[config.mk]
export PLATFORM = sky130hd
export DESIGN_NAME = mem_port_arbiter_flat
export DESIGN_NICKNAME = d
export VERILOG_FILES = /design/src/rtl/mem_port_arbiter_if.sv /design/src/rtl/mem_port_arbiter.sv /design/src/flat_wrapper.sv
export SDC_FILE = /design/constraint.sdc
export NUM_CORES = 1
export LEC_CHECK = 0
export CORE_AREA = 2 2 107 109
export CTS_CLUSTER_SIZE = 28
export DETAILED_ROUTE_END_ITERATION = 8
export DIE_AREA = 0 0 109 111
export MAX_ROUTING_LAYER = met4
export PLACE_DENSITY = 0.82
export SETUP_SLACK_MARGIN = 0.2
export SLEW_MARGIN = 20
export SYNTH_ARGS = -nofsm -noshare
export SYNTH_HDL_FRONTEND = slang
export SYNTH_SLANG_ARGS = --single-unit
[constraint.sdc]
create_clock -name clk -period 2.55 [get_ports clk]
set_clock_uncertainty 0.05 [all_clocks]
set_input_delay 0.3825 -clock clk [delete_from_list [all_inputs] [get_ports clk]]
set_output_delay 0.3825 -clock clk [all_outputs]
set_load 0.02 [all_outputs]
[src/rtl/mem_port_arbiter_if.sv]
// Bundle of the fetch, load/store and shared memory port signals around the arbiter.
// The slave modport is the arbiter's view; master is the requesters plus memory.
interface mem_port_arbiter_if #(
  parameter int AWIDTH = 32,
  parameter int DWIDTH = 32
);
  logic              if_req_i;
  logic [AWIDTH-1:0] if_addr_i;
  logic              if_flush_i;
  logic              if_gnt_o;
  logic              if_rvalid_o;
  logic [DWIDTH-1:0] if_rdata_o;

  logic              d_req_i;
  logic              d_we_i;
  logic [AWIDTH-1:0] d_addr_i;
  logic [DWIDTH-1:0] d_wdata_i;
  logic [1:0]        d_size_i;
  logic              d_gnt_o;
  logic              d_rvalid_o;
  logic [DWIDTH-1:0] d_rdata_o;
  logic              d_misalign_o;

  logic [AWIDTH-1:0] mem_addr_o;
  logic [DWIDTH-1:0] mem_data_o;
  logic              mem_read_en_o;
  logic              mem_write_en_o;
  logic [1:0]        mem_size_o;
  logic [DWIDTH-1:0] mem_data_i;
  logic              busy_o;

  modport slave (
    input  if_req_i, if_addr_i, if_flush_i,
    output if_gnt_o, if_rvalid_o, if_rdata_o,
    input  d_req_i, d_we_i, d_addr_i, d_wdata_i, d_size_i,
    output d_gnt_o, d_rvalid_o, d_rdata_o, d_misalign_o,
    output mem_addr_o, mem_data_o, mem_read_en_o, mem_write_en_o, mem_size_o,
    input  mem_data_i,
    output busy_o
  );

  modport master (
    output if_req_i, if_addr_i, if_flush_i,
    input  if_gnt_o, if_rvalid_o, if_rdata_o,
    output d_req_i, d_we_i, d_addr_i, d_wdata_i, d_size_i,
    input  d_gnt_o, d_rvalid_o, d_rdata_o, d_misalign_o,
    input  mem_addr_o, mem_data_o, mem_read_en_o, mem_write_en_o, mem_size_o,
    output mem_data_i,
    input  busy_o
  );
endinterface

[src/rtl/mem_port_arbiter.sv]
// Shares one fixed-latency memory port between instruction fetch and load/store,
// data first, with a starvation counter that eventually forces a fetch grant.
//
// state | meaning
// IDLE  | nothing outstanding; grant opportunity
// WAIT  | read in flight, lat_cnt counting down to the data-valid cycle
// RESP  | captured data returned to owner; also a grant opportunity
module mem_port_arbiter #(
  parameter int AWIDTH       = 32,
  parameter int DWIDTH       = 32,
  parameter int MEM_LATENCY  = 2,
  parameter int STARVE_LIMIT = 4
) (
  input logic               clk,
  input logic               rst,
  mem_port_arbiter_if.slave bus
);

  typedef enum logic [1:0] {IDLE, WAIT, RESP} state_t;

  state_t            state;
  logic [2:0]        lat_cnt;
  logic [3:0]        starve_cnt;
  logic              owner_if;
  logic              flushed;
  logic [DWIDTH-1:0] if_rdata;
  logic [DWIDTH-1:0] d_rdata;

  logic              opp;
  logic              fetch_wins;
  logic              if_gnt;
  logic              d_gnt;
  logic              misalign;
  logic              rd_issue;
  logic              wr_issue;
  logic [AWIDTH-1:0] addr_sel;

  // Grant and issue are combinational so the access goes out in the grant cycle;
  // rst gates them so nothing is strobed while reset is held.
  always_comb begin
    opp        = !rst && (state == IDLE || state == RESP) && (bus.if_req_i || bus.d_req_i);
    fetch_wins = bus.if_req_i && (!bus.d_req_i || starve_cnt == 4'(STARVE_LIMIT));
    if_gnt     = opp && fetch_wins;
    d_gnt      = opp && !fetch_wins;
    case (bus.d_size_i)
      2'b01:   misalign = bus.d_addr_i[0];
      2'b10:   misalign = |bus.d_addr_i[1:0];
      default: misalign = 1'b0;
    endcase
    rd_issue = if_gnt || (d_gnt && !bus.d_we_i && !misalign);
    wr_issue = d_gnt && bus.d_we_i && !misalign;
    if (if_gnt)
      addr_sel = bus.if_addr_i;
    else if (rd_issue || wr_issue)
      addr_sel = bus.d_addr_i;
    else
      addr_sel = '0;
  end

  assign bus.if_gnt_o       = if_gnt;
  assign bus.d_gnt_o        = d_gnt;
  assign bus.d_misalign_o   = d_gnt && misalign;
  assign bus.mem_read_en_o  = rd_issue;
  assign bus.mem_write_en_o = wr_issue;
  assign bus.mem_addr_o     = addr_sel;
  assign bus.mem_data_o     = wr_issue ? bus.d_wdata_i : '0;
  assign bus.mem_size_o     = if_gnt ? 2'b10 : ((rd_issue || wr_issue) ? bus.d_size_i : 2'b00);
  assign bus.busy_o         = (state == WAIT);
  // A flush arriving in the response cycle itself still kills the fetch pulse.
  assign bus.if_rvalid_o    = (state == RESP) && owner_if && !flushed && !bus.if_flush_i;
  assign bus.d_rvalid_o     = (state == RESP) && !owner_if;
  assign bus.if_rdata_o     = if_rdata;
  assign bus.d_rdata_o      = d_rdata;

  always_ff @(posedge clk or posedge rst) begin
    if (rst) begin
      state      <= IDLE;
      lat_cnt    <= '0;
      starve_cnt <= '0;
      owner_if   <= 1'b0;
      flushed    <= 1'b0;
      if_rdata   <= '0;
      d_rdata    <= '0;
    end else begin
      if (!bus.if_req_i || if_gnt)
        starve_cnt <= '0;
      else if (d_gnt && starve_cnt != 4'hF)
        starve_cnt <= starve_cnt + 4'd1;

      case (state)
        IDLE, RESP: begin
          if (rd_issue) begin
            state    <= WAIT;
            lat_cnt  <= 3'(MEM_LATENCY - 1);
            owner_if <= if_gnt;
            flushed  <= 1'b0;
          end else begin
            state    <= IDLE;
          end
        end
        WAIT: begin
          if (owner_if && bus.if_flush_i)
            flushed <= 1'b1;
          if (lat_cnt == 3'd0) begin
            state <= RESP;
            if (owner_if)
              if_rdata <= bus.mem_data_i;
            else
              d_rdata  <= bus.mem_data_i;
          end else begin
            lat_cnt <= lat_cnt - 3'd1;
          end
        end
        default: state <= IDLE;
      endcase
    end
  end

endmodule

[src/flat_wrapper.sv]
// flat-port wrapper written by rule: the top's interface ports become plain ports
module mem_port_arbiter_flat 
#(
  parameter int AWIDTH       = 32,
  parameter int DWIDTH       = 32,
  parameter int MEM_LATENCY  = 2,
  parameter int STARVE_LIMIT = 4
)
  (clk, rst, bus_if_req_i, bus_if_addr_i, bus_if_flush_i, bus_if_gnt_o, bus_if_rvalid_o, bus_if_rdata_o, bus_d_req_i, bus_d_we_i, bus_d_addr_i, bus_d_wdata_i, bus_d_size_i, bus_d_gnt_o, bus_d_rvalid_o, bus_d_rdata_o, bus_d_misalign_o, bus_mem_addr_o, bus_mem_data_o, bus_mem_read_en_o, bus_mem_write_en_o, bus_mem_size_o, bus_mem_data_i, bus_busy_o);
  mem_port_arbiter_if #(.AWIDTH(AWIDTH), .DWIDTH(DWIDTH)) bus_i ();
  input logic clk;
  input logic rst;
  input wire logic [$bits(bus_i.if_req_i)-1:0] bus_if_req_i;
  input wire logic [$bits(bus_i.if_addr_i)-1:0] bus_if_addr_i;
  input wire logic [$bits(bus_i.if_flush_i)-1:0] bus_if_flush_i;
  output wire logic [$bits(bus_i.if_gnt_o)-1:0] bus_if_gnt_o;
  output wire logic [$bits(bus_i.if_rvalid_o)-1:0] bus_if_rvalid_o;
  output wire logic [$bits(bus_i.if_rdata_o)-1:0] bus_if_rdata_o;
  input wire logic [$bits(bus_i.d_req_i)-1:0] bus_d_req_i;
  input wire logic [$bits(bus_i.d_we_i)-1:0] bus_d_we_i;
  input wire logic [$bits(bus_i.d_addr_i)-1:0] bus_d_addr_i;
  input wire logic [$bits(bus_i.d_wdata_i)-1:0] bus_d_wdata_i;
  input wire logic [$bits(bus_i.d_size_i)-1:0] bus_d_size_i;
  output wire logic [$bits(bus_i.d_gnt_o)-1:0] bus_d_gnt_o;
  output wire logic [$bits(bus_i.d_rvalid_o)-1:0] bus_d_rvalid_o;
  output wire logic [$bits(bus_i.d_rdata_o)-1:0] bus_d_rdata_o;
  output wire logic [$bits(bus_i.d_misalign_o)-1:0] bus_d_misalign_o;
  output wire logic [$bits(bus_i.mem_addr_o)-1:0] bus_mem_addr_o;
  output wire logic [$bits(bus_i.mem_data_o)-1:0] bus_mem_data_o;
  output wire logic [$bits(bus_i.mem_read_en_o)-1:0] bus_mem_read_en_o;
  output wire logic [$bits(bus_i.mem_write_en_o)-1:0] bus_mem_write_en_o;
  output wire logic [$bits(bus_i.mem_size_o)-1:0] bus_mem_size_o;
  input wire logic [$bits(bus_i.mem_data_i)-1:0] bus_mem_data_i;
  output wire logic [$bits(bus_i.busy_o)-1:0] bus_busy_o;
  assign bus_i.if_req_i = bus_if_req_i;
  assign bus_i.if_addr_i = bus_if_addr_i;
  assign bus_i.if_flush_i = bus_if_flush_i;
  assign bus_if_gnt_o = bus_i.if_gnt_o;
  assign bus_if_rvalid_o = bus_i.if_rvalid_o;
  assign bus_if_rdata_o = bus_i.if_rdata_o;
  assign bus_i.d_req_i = bus_d_req_i;
  assign bus_i.d_we_i = bus_d_we_i;
  assign bus_i.d_addr_i = bus_d_addr_i;
  assign bus_i.d_wdata_i = bus_d_wdata_i;
  assign bus_i.d_size_i = bus_d_size_i;
  assign bus_d_gnt_o = bus_i.d_gnt_o;
  assign bus_d_rvalid_o = bus_i.d_rvalid_o;
  assign bus_d_rdata_o = bus_i.d_rdata_o;
  assign bus_d_misalign_o = bus_i.d_misalign_o;
  assign bus_mem_addr_o = bus_i.mem_addr_o;
  assign bus_mem_data_o = bus_i.mem_data_o;
  assign bus_mem_read_en_o = bus_i.mem_read_en_o;
  assign bus_mem_write_en_o = bus_i.mem_write_en_o;
  assign bus_mem_size_o = bus_i.mem_size_o;
  assign bus_i.mem_data_i = bus_mem_data_i;
  assign bus_busy_o = bus_i.busy_o;
  mem_port_arbiter #(.AWIDTH(AWIDTH), .DWIDTH(DWIDTH), .MEM_LATENCY(MEM_LATENCY), .STARVE_LIMIT(STARVE_LIMIT)) u_core (.clk(clk), .rst(rst), .bus(bus_i));
endmodule
==> summary.md <==
| Metric | Value |
|---|---|
| Run status | `complete, but fails checks` |
| Failing checks | `negative setup slack` |
| Clock buffer count from CTS | `9` |
| Vias per inst | `4.962` |
| GPL Wtd Cong | `0.9311` |
| Setup Viol. Count Final | `16` |
| Most common cell in the netlist | `dfrtp_1` |
| Total track usage | `27.95%` |
| Detailed-route DRC error count | `0` |
| Rows | `39` |
| Final Critical Period | `2.646 ns` |
| Fin worst setup slack | `-0.09600 ns` |
| Pre-CTS setup slack | `-0.8801 ns` |
| Max frequency | `377.9 MHz` |
| Vias in the first global route | `4199` |
| Fin nets | `776` |
| Critical path data required time | `2.12 ns` |
| Die span in y | `111 um` |
| Post-synth top cells | `dfrtp_1, mux2_2, and2_1, a22o_1, inv_1` |
| Die ar. | `12100 um2` |
| Number of clock sinks | `75` |
| CP startpoint kind | `input port` |
| First-pass GRT wire length | `24260 um` |
| CTS Buffer Depth | `2` |
| Hold Vio Cnt, Final | `0` |
| Area share of the largest cell type after synthesis | `51.81%` |
| Clock Pin Slew Worst Setup and Hold Paths | `0.06 ns` |
| PwrDens | `908.4 nW/um2` |
| Fillers | `765` |
| DR WL/cell | `21.66 um` |
| Post-Route Setup TNS | `-0.8936 ns` |
| Final ANT Viol Nets | `0` |
| Post-Syn Area | `3622 um2` |
| Synth area leader | `dfrtp_1` |
| Pin count of the biggest net entering global routing | `49` |
| Post-synthesis sequential element count | `75` |
| H-tree levels | `3` |
| Syn_nets | `435` |
| Mapped Cells | `293` |
| DR vias | `3875` |
| Layout cells sized above 1 | `43.10%` |
| Critical Path Fanout Max | `5` |
| Ranking of synthesized cells by area | `dfrtp_1, mux2_2, a22o_1, and2_1, ha_1` |
| Lkg Pwr | `0.003422 uW` |
| Starting DRT DRC Count | `206` |
| Initial antenna violation count | `0` |
| Worst hold slack | `0.3206 ns` |
| First-pass DRT Iterations | `4` |
| Cell Area, Placed | `6706 um2` |
| Top FF cell, synth | `dfrtp_1` |
| Unrepaired setup endpoints after global routing | `true` |
| Worst vdd ir | `0.0006401 V` |
| Antenna diode count | `0` |
| Core Region | `11080 um2` |
| Root Buffer | `clkbuf_16` |
| Actual slew at the worst max-slew pin | `0.6005 ns` |
| Synthesis-to-finish area growth | `112.0%` |
| Final WL | `16920 um` |
| Ys async rst share | `100.0%` |
| Hold Crit Class | `in -> async` |
| Post-CTS Hold Fix Bufs | `0` |
| Design area | `7680 um2` |
| Max_cap viols | `0` |
| CTS tree | `done` |
| I/O pin cnt | `274` |
| Die Wd | `109 um` |
| Rel. slew slack | `59.97%` |
| Synthesized area per cell | `12.36 um2` |
| Library cells used by synthesis | `38` |
| Pins Over Slew Limit | `0` |
| GR Overflow Total | `0` |
| WS Path Type | `in -> out` |
| Post-route clock period utilization | `103.8%` |
| Data arrival time of the critical path | `2.21 ns` |
| Post-synthesis sequential area ratio | `51.81%` |
| YS warnings | `0` |
| Worst-Skew Late Latency | `0.32 ns` |
| Post-synth EDFFs | `0` |
| Port buffer count | `273` |
| Starting Density | `32.70%` |
| Crit path capture type | `primary output` |
| Dpl hpwl | `11500 um` |
## state kept, by name, indices dropped and copies added (netlist names)
register and count:
u_core.bus.d_rdata_o 32, u_core.state 2, u_core.owner_if 1, u_core.lat_cnt 3, u_core.starve_cnt 4, u_core.flushed 1
u_core.bus.if_rdata_o 32
## worst paths after layout
kind / start / cells after the start / to / slack, ns
max: bus_d_req_i / 9 / bus_mem_addr_o[24] / -0.1
min: rst / 3 / u_core.starve_cnt[3]$_DFFE_PP0P_ / 0.32
max reg2reg: u_core.starve_cnt[0]$_DFFE_PP0P_ / 11 / u_core.flushed$_DFFE_PP0P_ / 0.43
min reg2reg: u_core.bus.if_rdata_o[16]$_DFFE_PP0P_ / 1 / u_core.bus.if_rdata_o[16]$_DFFE_PP0P_ / 0.45
max in group asynchronous: rst / 3 / u_core.bus.d_rdata_o[10]$_DFFE_PP0P_ / 1.61
min in group clk: u_core.bus.if_rdata_o[16]$_DFFE_PP0P_ / 1 / u_core.bus.if_rdata_o[16]$_DFFE_PP0P_ / 0.45
## per-stage QoR
stage	total power, uW	util (%)	cells
final	6977	69.33	781
after global routing	7338	69.33	781
after CTS	6933	65.90	773
after detailed placement	5612	60.54	726
after global placement	5511	60.54	726
after floorplan	3744	-	293
## layout make-up
| type | count | area (um2) | share of cell area, % |
|---|---|---|---|
| flip-flops and latches | 75 | 1877 | 24.44 |
| multi-input cells | 192 | 1809 | 23.56 |
| inverters | 11 | 41.29 | 0.5376 |
| repair buffers | 345 | 3508 | 45.68 |
| clock inverters | 6 | 40.04 | 0.5213 |
| well taps | 143 | 178.9 | 2.330 |
| clock buffers | 9 | 225.2 | 2.933 |
## where the power goes
| part | leakage, uW | total [uW] | switching, uW | internal [uW] |
|---|---|---|---|---|
| clock | 0.000132 | 1130 | 476 | 654 |
| combinational | 0.00239 | 3780 | 1760 | 2030 |
| sequential | 0.000903 | 2060 | 301 | 1760 |
| total | 0.00342 | 6980 | 2530 | 4440 |
## critical path: stages
cell and delay, ns:
clkdlybuf4s50_1 0.46, buf_4 0.18, a2111oi_4 0.38, buf_6 0.17, buf_12 0.11, buf_8 0.10, buf_6 0.10, a22o_1 0.17
buf_6 0.15
## cells by family (layout without fill, tap and decap cells)
logic type	count (synthesis)	after routing	share of synthesized area [%]
buffers and inverters	27	371	3.454
muxes	64	64	19.90
adders and majority gates	6	6	2.072
xor gates and xnor gates	1	1	0.2418
and+or+nand+nor	72	73	11.47
DFF	75	75	51.81
AOI/OAI and AO/OA	48	48	11.05
## cell usage in the layout (no fill, tap or decap), drive strengths merged, types with 2 or more instances in the layout
master / n
clkdlybuf4s50: 194
nand3: 4
dfrtp: 75
a22o: 31
inv: 13
dlygate4sd2: 6
a21oi: 4
clkbuf: 11
mux2: 64
nor3: 4
and2: 32
o21ai: 4
clkinv: 3
nand2: 9
a31oi: 2
ha: 6
nor4b: 2
nor2: 9
buf: 142
nand2b: 5
## repair_timing
item                       in CTS  in global routing
pin swaps                      38                 15
gates cloned                    5                  2
setup buffers                  27                  6
hold endpoints to repair        0                  0
setup endpoints to repair      71                 71
resized for setup             341                115
## per-layer routing
| layer | up-vias | GRT usage, % | routed length, um |
|---|---|---|---|
| li1 | 1734 | - | - |
| met1 | 1874 | 30.42 | 6097 |
| met2 | 208 | 43.31 | 8147 |
| met3 | 59 | 10.41 | 1638 |
| met4 | 0 | 16.15 | 1034 |
| met5 | - | - | 0 |
No activity file was read; power rests on OpenSTA's default activity.
